==> config.mk <==
export PLATFORM = sky130hd
export DESIGN_NAME = output_port_cluster_rr
export DESIGN_NICKNAME = d
export VERILOG_FILES = /design/src/rtl/output_port_cluster_rr_pkg.sv /design/src/rtl/output_port_cluster_rr_fifo.sv /design/src/rtl/output_port_cluster_rr.sv
export SDC_FILE = /design/constraint.sdc
export NUM_CORES = 2
export LEC_CHECK = 0
export CELL_PAD_IN_SITES_DETAIL_PLACEMENT = 0
export CELL_PAD_IN_SITES_GLOBAL_PLACEMENT = 1
export CORE_MARGIN = 2
export CORE_UTILIZATION = 47
export CTS_BUF_LIST = sky130_fd_sc_hd__clkbuf_16
export DETAILED_ROUTE_END_ITERATION = 10
export PLACE_DENSITY = 0.92
export SKIP_CTS_REPAIR_TIMING = 1
export SLEW_MARGIN = 20
export SYNTH_ARGS = -nofsm -noshare
export SYNTH_HDL_FRONTEND = slang
export SYNTH_SLANG_ARGS = --single-unit
==> constraint.sdc <==
create_clock -name clk -period 7.6 [get_ports clk]
set_clock_uncertainty 0.05 [all_clocks]
set_input_delay 1.14 -clock clk [delete_from_list [all_inputs] [get_ports clk]]
set_output_delay 1.14 -clock clk [all_outputs]
set_load 0.02 [all_outputs]
==> src/rtl/output_port_cluster_rr_pkg.sv <==
// output_port_cluster_rr_pkg: packet field layout, clog2 and packet assembly helpers
package output_port_cluster_rr_pkg;
  localparam int MAX_PKT_BITS = 512;
  typedef logic [MAX_PKT_BITS-1:0] wide_t;
  function automatic int clog2(input int n);
    int r;
    r = 0;
    for (int v = 1; v < n; v = v << 1) r++;
    return r;
  endfunction
  function automatic int sel_bits(input int n);
    return (n > 1) ? clog2(n) : 1;
  endfunction
  function automatic int addr_lsb(input int pb);
    return pb;
  endfunction
  function automatic int port_lsb(input int pb, input int ab);
    return pb + ab;
  endfunction
  function automatic int leaf_lsb(input int pb, input int ab, input int qb);
    return pb + ab + qb;
  endfunction
  function automatic int vld_pos(input int pb, input int ab, input int qb, input int lb);
    return pb + ab + qb + lb;
  endfunction
  function automatic wide_t pack_pkt(input int pb, input int ab, input int qb, input int lb,
                                     input wide_t leaf, input wide_t port, input wide_t addr,
                                     input wide_t payload);
    return (wide_t'(1) << vld_pos(pb, ab, qb, lb)) | (leaf << leaf_lsb(pb, ab, qb)) |
           (port << port_lsb(pb, ab)) | (addr << addr_lsb(pb)) | payload;
  endfunction
endpackage

==> src/rtl/output_port_cluster_rr_fifo.sv <==
// oport_chan_fifo: synchronous FIFO with registered full/empty flags
module oport_chan_fifo #(
  parameter int WIDTH = 64,
  parameter int DEPTH_BITS = 2
) (
  input  logic             clk,
  input  logic             reset,
  input  logic             wr_en,
  input  logic [WIDTH-1:0] wr_data,
  input  logic             rd_en,
  output logic [WIDTH-1:0] rd_data,
  output logic             full,
  output logic             empty
);
  localparam int DEPTH = 1 << DEPTH_BITS;
  logic [WIDTH-1:0] mem_q [DEPTH];
  logic [DEPTH_BITS-1:0] wr_ptr_q, wr_ptr_d, rd_ptr_q, rd_ptr_d;
  logic [DEPTH_BITS:0] cnt_q, cnt_d;
  logic full_q, full_d, empty_q, empty_d, do_wr, do_rd;
  always_comb begin
    do_wr = wr_en & ~full_q;
    do_rd = rd_en & ~empty_q;
    wr_ptr_d = wr_ptr_q + DEPTH_BITS'(do_wr);
    rd_ptr_d = rd_ptr_q + DEPTH_BITS'(do_rd);
    cnt_d = cnt_q + (DEPTH_BITS+1)'(do_wr) - (DEPTH_BITS+1)'(do_rd);
    full_d = cnt_d == (DEPTH_BITS+1)'(DEPTH);
    empty_d = cnt_d == '0;
  end
  always_ff @(posedge clk) begin
    if (!reset) begin
      wr_ptr_q <= '0;
      rd_ptr_q <= '0;
      cnt_q <= '0;
      full_q <= 1'b0;
      empty_q <= 1'b1;
    end else begin
      wr_ptr_q <= wr_ptr_d;
      rd_ptr_q <= rd_ptr_d;
      cnt_q <= cnt_d;
      full_q <= full_d;
      empty_q <= empty_d;
      if (do_wr) mem_q[wr_ptr_q] <= wr_data;
    end
  end
  assign rd_data = mem_q[rd_ptr_q];
  assign full = full_q;
  assign empty = empty_q;
endmodule

==> src/rtl/output_port_cluster_rr.sv <==
// output_port_cluster_rr: round-robin arbitration of buffered user channels onto one credited NoC packet port
module output_port_cluster_rr
  import output_port_cluster_rr_pkg::*;
#(
  parameter int NUM_OUT_PORTS = 4,
  parameter int PAYLOAD_BITS = 64,
  parameter int NUM_LEAF_BITS = 6,
  parameter int NUM_PORT_BITS = 4,
  parameter int NUM_ADDR_BITS = 7,
  parameter int FIFO_DEPTH_BITS = 2,
  parameter int CNT_BITS = 32,
  localparam int SEL_BITS = sel_bits(NUM_OUT_PORTS),
  localparam int PACKET_BITS = vld_pos(PAYLOAD_BITS, NUM_ADDR_BITS, NUM_PORT_BITS, NUM_LEAF_BITS) + 1
) (
  input  logic                              clk,
  input  logic                              reset,
  input  logic [PAYLOAD_BITS*NUM_OUT_PORTS-1:0] din_user,
  input  logic [NUM_OUT_PORTS-1:0]          vld_user,
  output logic [NUM_OUT_PORTS-1:0]          ack_user,
  input  logic                              cfg_wr,
  input  logic [SEL_BITS-1:0]               cfg_sel,
  input  logic [NUM_LEAF_BITS-1:0]          cfg_dst_leaf,
  input  logic [NUM_PORT_BITS-1:0]          cfg_dst_port,
  input  logic [NUM_ADDR_BITS-1:0]          cfg_fifo_addr,
  input  logic [NUM_ADDR_BITS-1:0]          cfg_freespace,
  input  logic                              credit_vld,
  input  logic [SEL_BITS-1:0]               credit_sel,
  input  logic [NUM_ADDR_BITS-1:0]          credit_amt,
  output logic [PACKET_BITS-1:0]            pkt_out,
  output logic                              pkt_vld,
  input  logic                              pkt_rdy,
  input  logic                              is_done_mode,
  output logic [CNT_BITS*NUM_OUT_PORTS-1:0] full_cnt,
  output logic [CNT_BITS*NUM_OUT_PORTS-1:0] stall_cnt,
  output logic                              stall_any
);
  logic [NUM_OUT_PORTS-1:0] full, empty, wr_en, rd_en, elig, full_hit, stall_hit;
  logic [PAYLOAD_BITS-1:0] dout [NUM_OUT_PORTS];
  logic [NUM_LEAF_BITS-1:0] leaf_q [NUM_OUT_PORTS], leaf_d [NUM_OUT_PORTS];
  logic [NUM_PORT_BITS-1:0] port_q [NUM_OUT_PORTS], port_d [NUM_OUT_PORTS];
  logic [NUM_ADDR_BITS-1:0] addr_q [NUM_OUT_PORTS], addr_d [NUM_OUT_PORTS];
  logic [NUM_ADDR_BITS-1:0] cred_q [NUM_OUT_PORTS], cred_d [NUM_OUT_PORTS];
  logic [CNT_BITS-1:0] full_cnt_q [NUM_OUT_PORTS], full_cnt_d [NUM_OUT_PORTS];
  logic [CNT_BITS-1:0] stall_cnt_q [NUM_OUT_PORTS], stall_cnt_d [NUM_OUT_PORTS];
  logic [SEL_BITS-1:0] rr_q, rr_d, gnt, idx;
  logic [PACKET_BITS-1:0] pkt_q, pkt_d;
  logic pkt_vld_q, pkt_vld_d, load, pop, cfg_hit, cr_hit;
  logic [NUM_ADDR_BITS:0] cred_sum;
  for (genvar i = 0; i < NUM_OUT_PORTS; i++) begin : g_chan
    oport_chan_fifo #(
      .WIDTH(PAYLOAD_BITS),
      .DEPTH_BITS(FIFO_DEPTH_BITS)
    ) u_fifo (
      .clk(clk),
      .reset(reset),
      .wr_en(wr_en[i]),
      .wr_data(din_user[PAYLOAD_BITS*i +: PAYLOAD_BITS]),
      .rd_en(rd_en[i]),
      .rd_data(dout[i]),
      .full(full[i]),
      .empty(empty[i])
    );
    assign full_cnt[CNT_BITS*i +: CNT_BITS] = full_cnt_q[i];
    assign stall_cnt[CNT_BITS*i +: CNT_BITS] = stall_cnt_q[i];
  end
  assign ack_user = ~full;
  assign wr_en = vld_user & ~full;
  assign full_hit = vld_user & full;
  assign stall_any = |stall_hit;
  assign pkt_out = pkt_q;
  assign pkt_vld = pkt_vld_q;
  always_comb begin
    load = ~pkt_vld_q | pkt_rdy;
    gnt = '0;
    idx = '0;
    cfg_hit = 1'b0;
    cr_hit = 1'b0;
    cred_sum = '0;
    for (int k = 0; k < NUM_OUT_PORTS; k++) begin
      elig[k] = ~empty[k] & (cred_q[k] != '0);
      stall_hit[k] = ~empty[k] & (cred_q[k] == '0);
    end
    for (int k = NUM_OUT_PORTS - 1; k >= 0; k--) begin
      idx = SEL_BITS'((int'(rr_q) + k) % NUM_OUT_PORTS);
      gnt = elig[idx] ? idx : gnt;
    end
    pop = load & (|elig);
    rd_en = '0;
    rd_en[gnt] = pop;
    pkt_vld_d = load ? (|elig) : pkt_vld_q;
    pkt_d = !load ? pkt_q : !pop ? '0 :
            PACKET_BITS'(pack_pkt(PAYLOAD_BITS, NUM_ADDR_BITS, NUM_PORT_BITS, NUM_LEAF_BITS,
                                  wide_t'(leaf_q[gnt]), wide_t'(port_q[gnt]),
                                  wide_t'(addr_q[gnt]), wide_t'(dout[gnt])));
    rr_d = !pop ? rr_q : (int'(gnt) == NUM_OUT_PORTS - 1) ? '0 : gnt + SEL_BITS'(1);
    for (int k = 0; k < NUM_OUT_PORTS; k++) begin
      cfg_hit = cfg_wr && (cfg_sel == SEL_BITS'(k));
      cr_hit = credit_vld && (credit_sel == SEL_BITS'(k));
      cred_sum = {1'b0, cred_q[k]} + (cr_hit ? {1'b0, credit_amt} : '0) - (NUM_ADDR_BITS+1)'(rd_en[k]);
      leaf_d[k] = cfg_hit ? cfg_dst_leaf : leaf_q[k];
      port_d[k] = cfg_hit ? cfg_dst_port : port_q[k];
      addr_d[k] = cfg_hit ? cfg_fifo_addr : addr_q[k] + NUM_ADDR_BITS'(rd_en[k]);
      cred_d[k] = cfg_hit ? cfg_freespace : cred_sum[NUM_ADDR_BITS] ? '1 : cred_sum[NUM_ADDR_BITS-1:0];
      full_cnt_d[k] = full_cnt_q[k] + CNT_BITS'(full_hit[k] & ~is_done_mode & ~(&full_cnt_q[k]));
      stall_cnt_d[k] = stall_cnt_q[k] + CNT_BITS'(stall_hit[k] & ~is_done_mode & ~(&stall_cnt_q[k]));
    end
  end
  always_ff @(posedge clk) begin
    if (!reset) begin
      leaf_q <= '{default: '0};
      port_q <= '{default: '0};
      addr_q <= '{default: '0};
      cred_q <= '{default: '0};
      full_cnt_q <= '{default: '0};
      stall_cnt_q <= '{default: '0};
      rr_q <= '0;
      pkt_q <= '0;
      pkt_vld_q <= 1'b0;
    end else begin
      leaf_q <= leaf_d;
      port_q <= port_d;
      addr_q <= addr_d;
      cred_q <= cred_d;
      full_cnt_q <= full_cnt_d;
      stall_cnt_q <= stall_cnt_d;
      rr_q <= rr_d;
      pkt_q <= pkt_d;
      pkt_vld_q <= pkt_vld_d;
    end
  end
endmodule

==> Implementation_results.wiki <==
{| class="wikitable"
! Metric !! Value
|-
| Number of enable flip-flop cells after synthesis || 1024
|-
| Top achievable clock speed || roughly 200 MHz
|-
| Root buffer cell || clkbuf_16
|-
| CP Launch Type || register
|-
| FILL cells || between 9000 and 10000
|-
| Most common cell type on the critical path || a21oi_1
|-
| Portion of synthesized cell area occupied by the leading cell type || 51.46%
|-
| Floorplan core area || 125900 um^2
|-
| Launching instance or port of the critical path || cred_q[2]$_SDFF_PN0_
|-
| Mean Syn Cell Area || 14.19 um^2
|-
| Dpl hpwl || around 110000 um
|-
| Routability-driven placement congestion ratio || 0.8939
|-
| Remaining design rule violation count || 0
|-
| Via count of the first global-routing pass || 37560
|-
| Fin util || 57.98%
|-
| Most used cells in the layout excluding fill and tap cells || edfxtp_1 (1024), clkdlybuf4s50_1 (643), nand2_1 (558)
|-
| Main flop type after synthesis || edfxtp_1
|-
| Number of antenna-violating nets in the routed design || 0
|-
| First-pass iteration count of the detailed router || 6
|-
| Post-synth top area cell || edfxtp_1
|-
| Pwr Density || 308.1 nW/um^2
|-
| Path type of the worst min-delay path || register to register
|-
| Number of non-filler instances in the completed layout || 6686
|-
| Wire length of the first global-routing pass || 246900 um
|-
| Cell-by-cell trace of the critical path || or4_4 -> o21ai_0 -> a221oi_1 -> o21ai_4 -> buf_4 -> nand2_1 -> a21oi_1 -> inv_1 -> ha_1 -> a21o_1 -> a21oi_1 -> nor2b_1 -> o21a_1 -> o41ai_1 -> xor2_1 -> a31oi_1
|-
| Routed vias/inst || 5.625
|-
| Cell family contributing the most delay on the critical path || compound AO/OA/AOI/OAI gates
|-
| Die boundary height || 360.6 um
|-
| Clock-pin slew on the worst setup and hold paths || roughly 60 ps
|-
| R2r startpoint || cred_q[2]$_SDFF_PN0_
|-
| Arrival time reported for the critical path endpoint || 5510 ps
|-
| Buffers on Ports || 644
|-
| Buffer levels on the longest clock path || 3
|-
| Synthesized net count || 4612
|-
| Number of maximum-capacitance constraint violations || 0
|-
| Layout Nets || 5277
|-
| Antenna violations before repair || 62
|-
| Yosys synthesis warning count || 0
|-
| Clock tree from TritonCTS || done
|-
| Top-level port count || 645
|-
| Maximum single-stage delay on the critical path || 590 ps
|-
| Standby leakage power || 0.02499 uW
|-
| Reg-to-reg setup timing slack || between 2000 and 3000 ps
|-
| Sequential element share of the synthesized area || 67.31%
|-
| Worst-case vdd ir drop || between 300 and 400 uV
|-
| Setup repair after global routing missed its margin || false
|-
| Distinct cell type count of the synthesized netlist || 58
|-
| Worst Setup End Kind || register
|-
| Share of flip-flops with an asynchronous set or reset after synthesis || 0%
|-
| Global routing usage summed across all routing layers || about a quarter
|-
| Fin crit period || 4934 ps
|-
| Kind of critical path || register to register
|-
| Count of vias placed by the detailed router || 37610
|-
| Critical-path top delay cell || buf_4
|-
| Source-to-sink clock delay at the later pin of the worst-skew pair || 830 ps
|-
| Worst Reg2Reg Path Length in Cells || 16
|-
| Final setup violation count || 0
|-
| Hold Crit Endpoint || leaf_q[15]$_SDFFE_PN0P_
|-
| Wire per inst || 25.27 um
|-
| Maximum fanout along the worst path || 50
|-
| Post-Route Setup TNS || 0 ps
|-
| Number of cells produced by synthesis || 4212
|-
| Leading post-synthesis cells by cell area || edfxtp_1 (51%), dfxtp_1 (16%), mux4_2 (9.6%)
|-
| Multi-input logic area || between 15000 and 20000 um^2
|-
| Hold path startpoint || leaf_q[15]$_SDFFE_PN0P_
|-
| Overflow after GRT || 0
|-
| Count of final max-slew check failures || 0
|-
| Slew headroom || between 20% and 30%
|-
| Post-Synthesis Cell Area || 59750 um^2
|-
| Final period utilization || 64.92%
|-
| Area occupied by registers || 40250 um^2
|-
| Share of cells above drive strength 1 || ~11%
|-
| Overall routed net length || roughly 170000 um
|-
| Row Count || 130
|-
| Num Clock Sinks || 1497
|-
| Total count of hold-check failures in the final report || 0
|-
| Number of synthesized register bits || 1497
|-
| Instance count along the most critical hold path || 2
|-
| Die outline area || ~130000 um^2
|-
| Worst-margin pin slew || 1143 ps
|-
| Most frequent standard cell in the layout excluding fill and tap cells || edfxtp_1
|-
| Area growth from synthesis to final layout || 22.17%
|-
| Maximum number of pins on one net before global-route repair || 112
|-
| Level count of the clock H-tree || 4
|-
| RR Endpoint || cred_q[12]$_SDFF_PN0_
|-
| Clock buffers created by TritonCTS || 156
|-
| Run status || finished, final reports clean
|-
| WHS || 405.0 ps
|-
| Inst Count DP || 6369
|-
| WP data required || 8180 ps
|-
| Buf/Inv on CP || 2
|-
| Chip width || around 360 um
|-
| Effective utilization at floorplan || 47.46%
|-
| Number of violations reported at the end of detailed-routing iteration 0 || approximately 3400
|}
[per-stage QoR]
| step | power (uW) | setup slack, ps | cell area (um^2) |
|---|---|---|---|
| floorplan | 13290 | 453.5 | 59750 |
| global placement | 15170 | 2228 | 67920 |
| detailed placement | 15290 | 2190 | 67920 |
| CTS | 22710 | 2701 | 72930 |
| global route | 23500 | 2260 | 72950 |
| finish | 22490 | 2666 | 73000 |
[worst max path at each step]
stage / end / slack, ps / depth (start not counted)
floorplan: g_chan[3].u_fifo.mem_q[1][0]$_DFFE_PP_ / 450 / 4
global placement: cred_q[12]$_SDFF_PN0_ / 2230 / 15
detailed placement: cred_q[12]$_SDFF_PN0_ / 2190 / 15
CTS: cred_q[17]$_SDFF_PN0_ / 2700 / 15
global route: cred_q[12]$_SDFF_PN0_ / 2260 / 16
finish: cred_q[12]$_SDFF_PN0_ / 2670 / 16
[layout make-up]
cell class	count	area share (%)
clock buffer	157	5.382
timing repair buffer	693	9.336
clock inverter	134	1.486
multi-input combinational	2408	25.11
antenna	26	0.08913
inverter	121	0.6393
sequential	1497	55.13
tap	1650	2.828
[cells in the mapped netlist (13+ instances only)]
library cell / instances
edfxtp_1: 1024
nand2_1: 558
dfxtp_1: 473
nor2_1: 286
a21oi_1: 264
mux4_2: 256
xor2_1: 165
clkbuf_1: 146
nand3_1: 128
inv_1: 119
xnor2_1: 105
ha_1: 91
a211o_1: 81
o21ai_0: 78
and2_1: 57
and3_1: 42
nor3_1: 41
nand4_1: 40
or3_1: 36
a31oi_1: 27
and4_1: 23
a211oi_1: 18
nor4_1: 16
buf_1: 14
nor2b_1: 13
nor3b_1: 13
[state kept, by name (all words and copies together) (netlist names)]
| register | cells |
|---|---|
| g_chan.u_fifo.full | 4 |
| g_chan.u_fifo.wr_ptr_q | 8 |
| pkt_out | 82 |
| g_chan.u_fifo.mem_q | 1024 |
| g_chan.u_fifo.cnt_q | 12 |
| port_q | 16 |
| rr_q | 2 |
| g_chan.u_fifo.empty | 4 |
| stall_cnt | 128 |
| pkt_vld | 1 |
| addr_q | 28 |
| cred_q | 28 |
| full_cnt | 128 |
| leaf_q | 24 |
| g_chan.u_fifo.rd_ptr_q | 8 |
[worst reg2reg max path, delay by kind of cell, from the launching register on]
| family | cells | cell delay, ps |
|---|---|---|
| compound gates | 9 | 2090 |
| xor+xnor | 1 | 450 |
| fa+ha+maj | 1 | 280 |
| buf+inv | 2 | 680 |
| flops | 1 | 320 |
| simple gates | 3 | 930 |
[kinds of logic (layout without fill, tap and decap cells)]
logic type | Yosys count | after routing | share of synthesized area (%)
muxes | 257 | 257 | 9.666
adders and majority gates | 99 | 99 | 2.174
other | 0 | 26 | 0
and+or+nand+nor | 1282 | 1282 | 9.740
buffers and inverters | 307 | 1105 | 2.161
AOI/OAI and AO/OA | 500 | 500 | 4.990
xor gates and xnor gates | 270 | 270 | 3.958
DFF | 1497 | 1497 | 67.31
[report_power, final]
part | internal [uW] | total, uW | switching [uW]
clock | 4110 | 7400 | 3290
combinational | 2070 | 5390 | 3320
sequential | 9290 | 9700 | 404
[routing by layer]
layer	vias up	GRT usage [%]	share of wire [%]	wire length (um)
met4	50	8.885	3.1	5224
met3	315	9.112	10	16950
met2	1513	43.58	49	83580
met1	18770	30.48	37	62910
li1	16960	-	-	-
met5	-	0	0.19	326
Power figures use the tool's default switching activity.
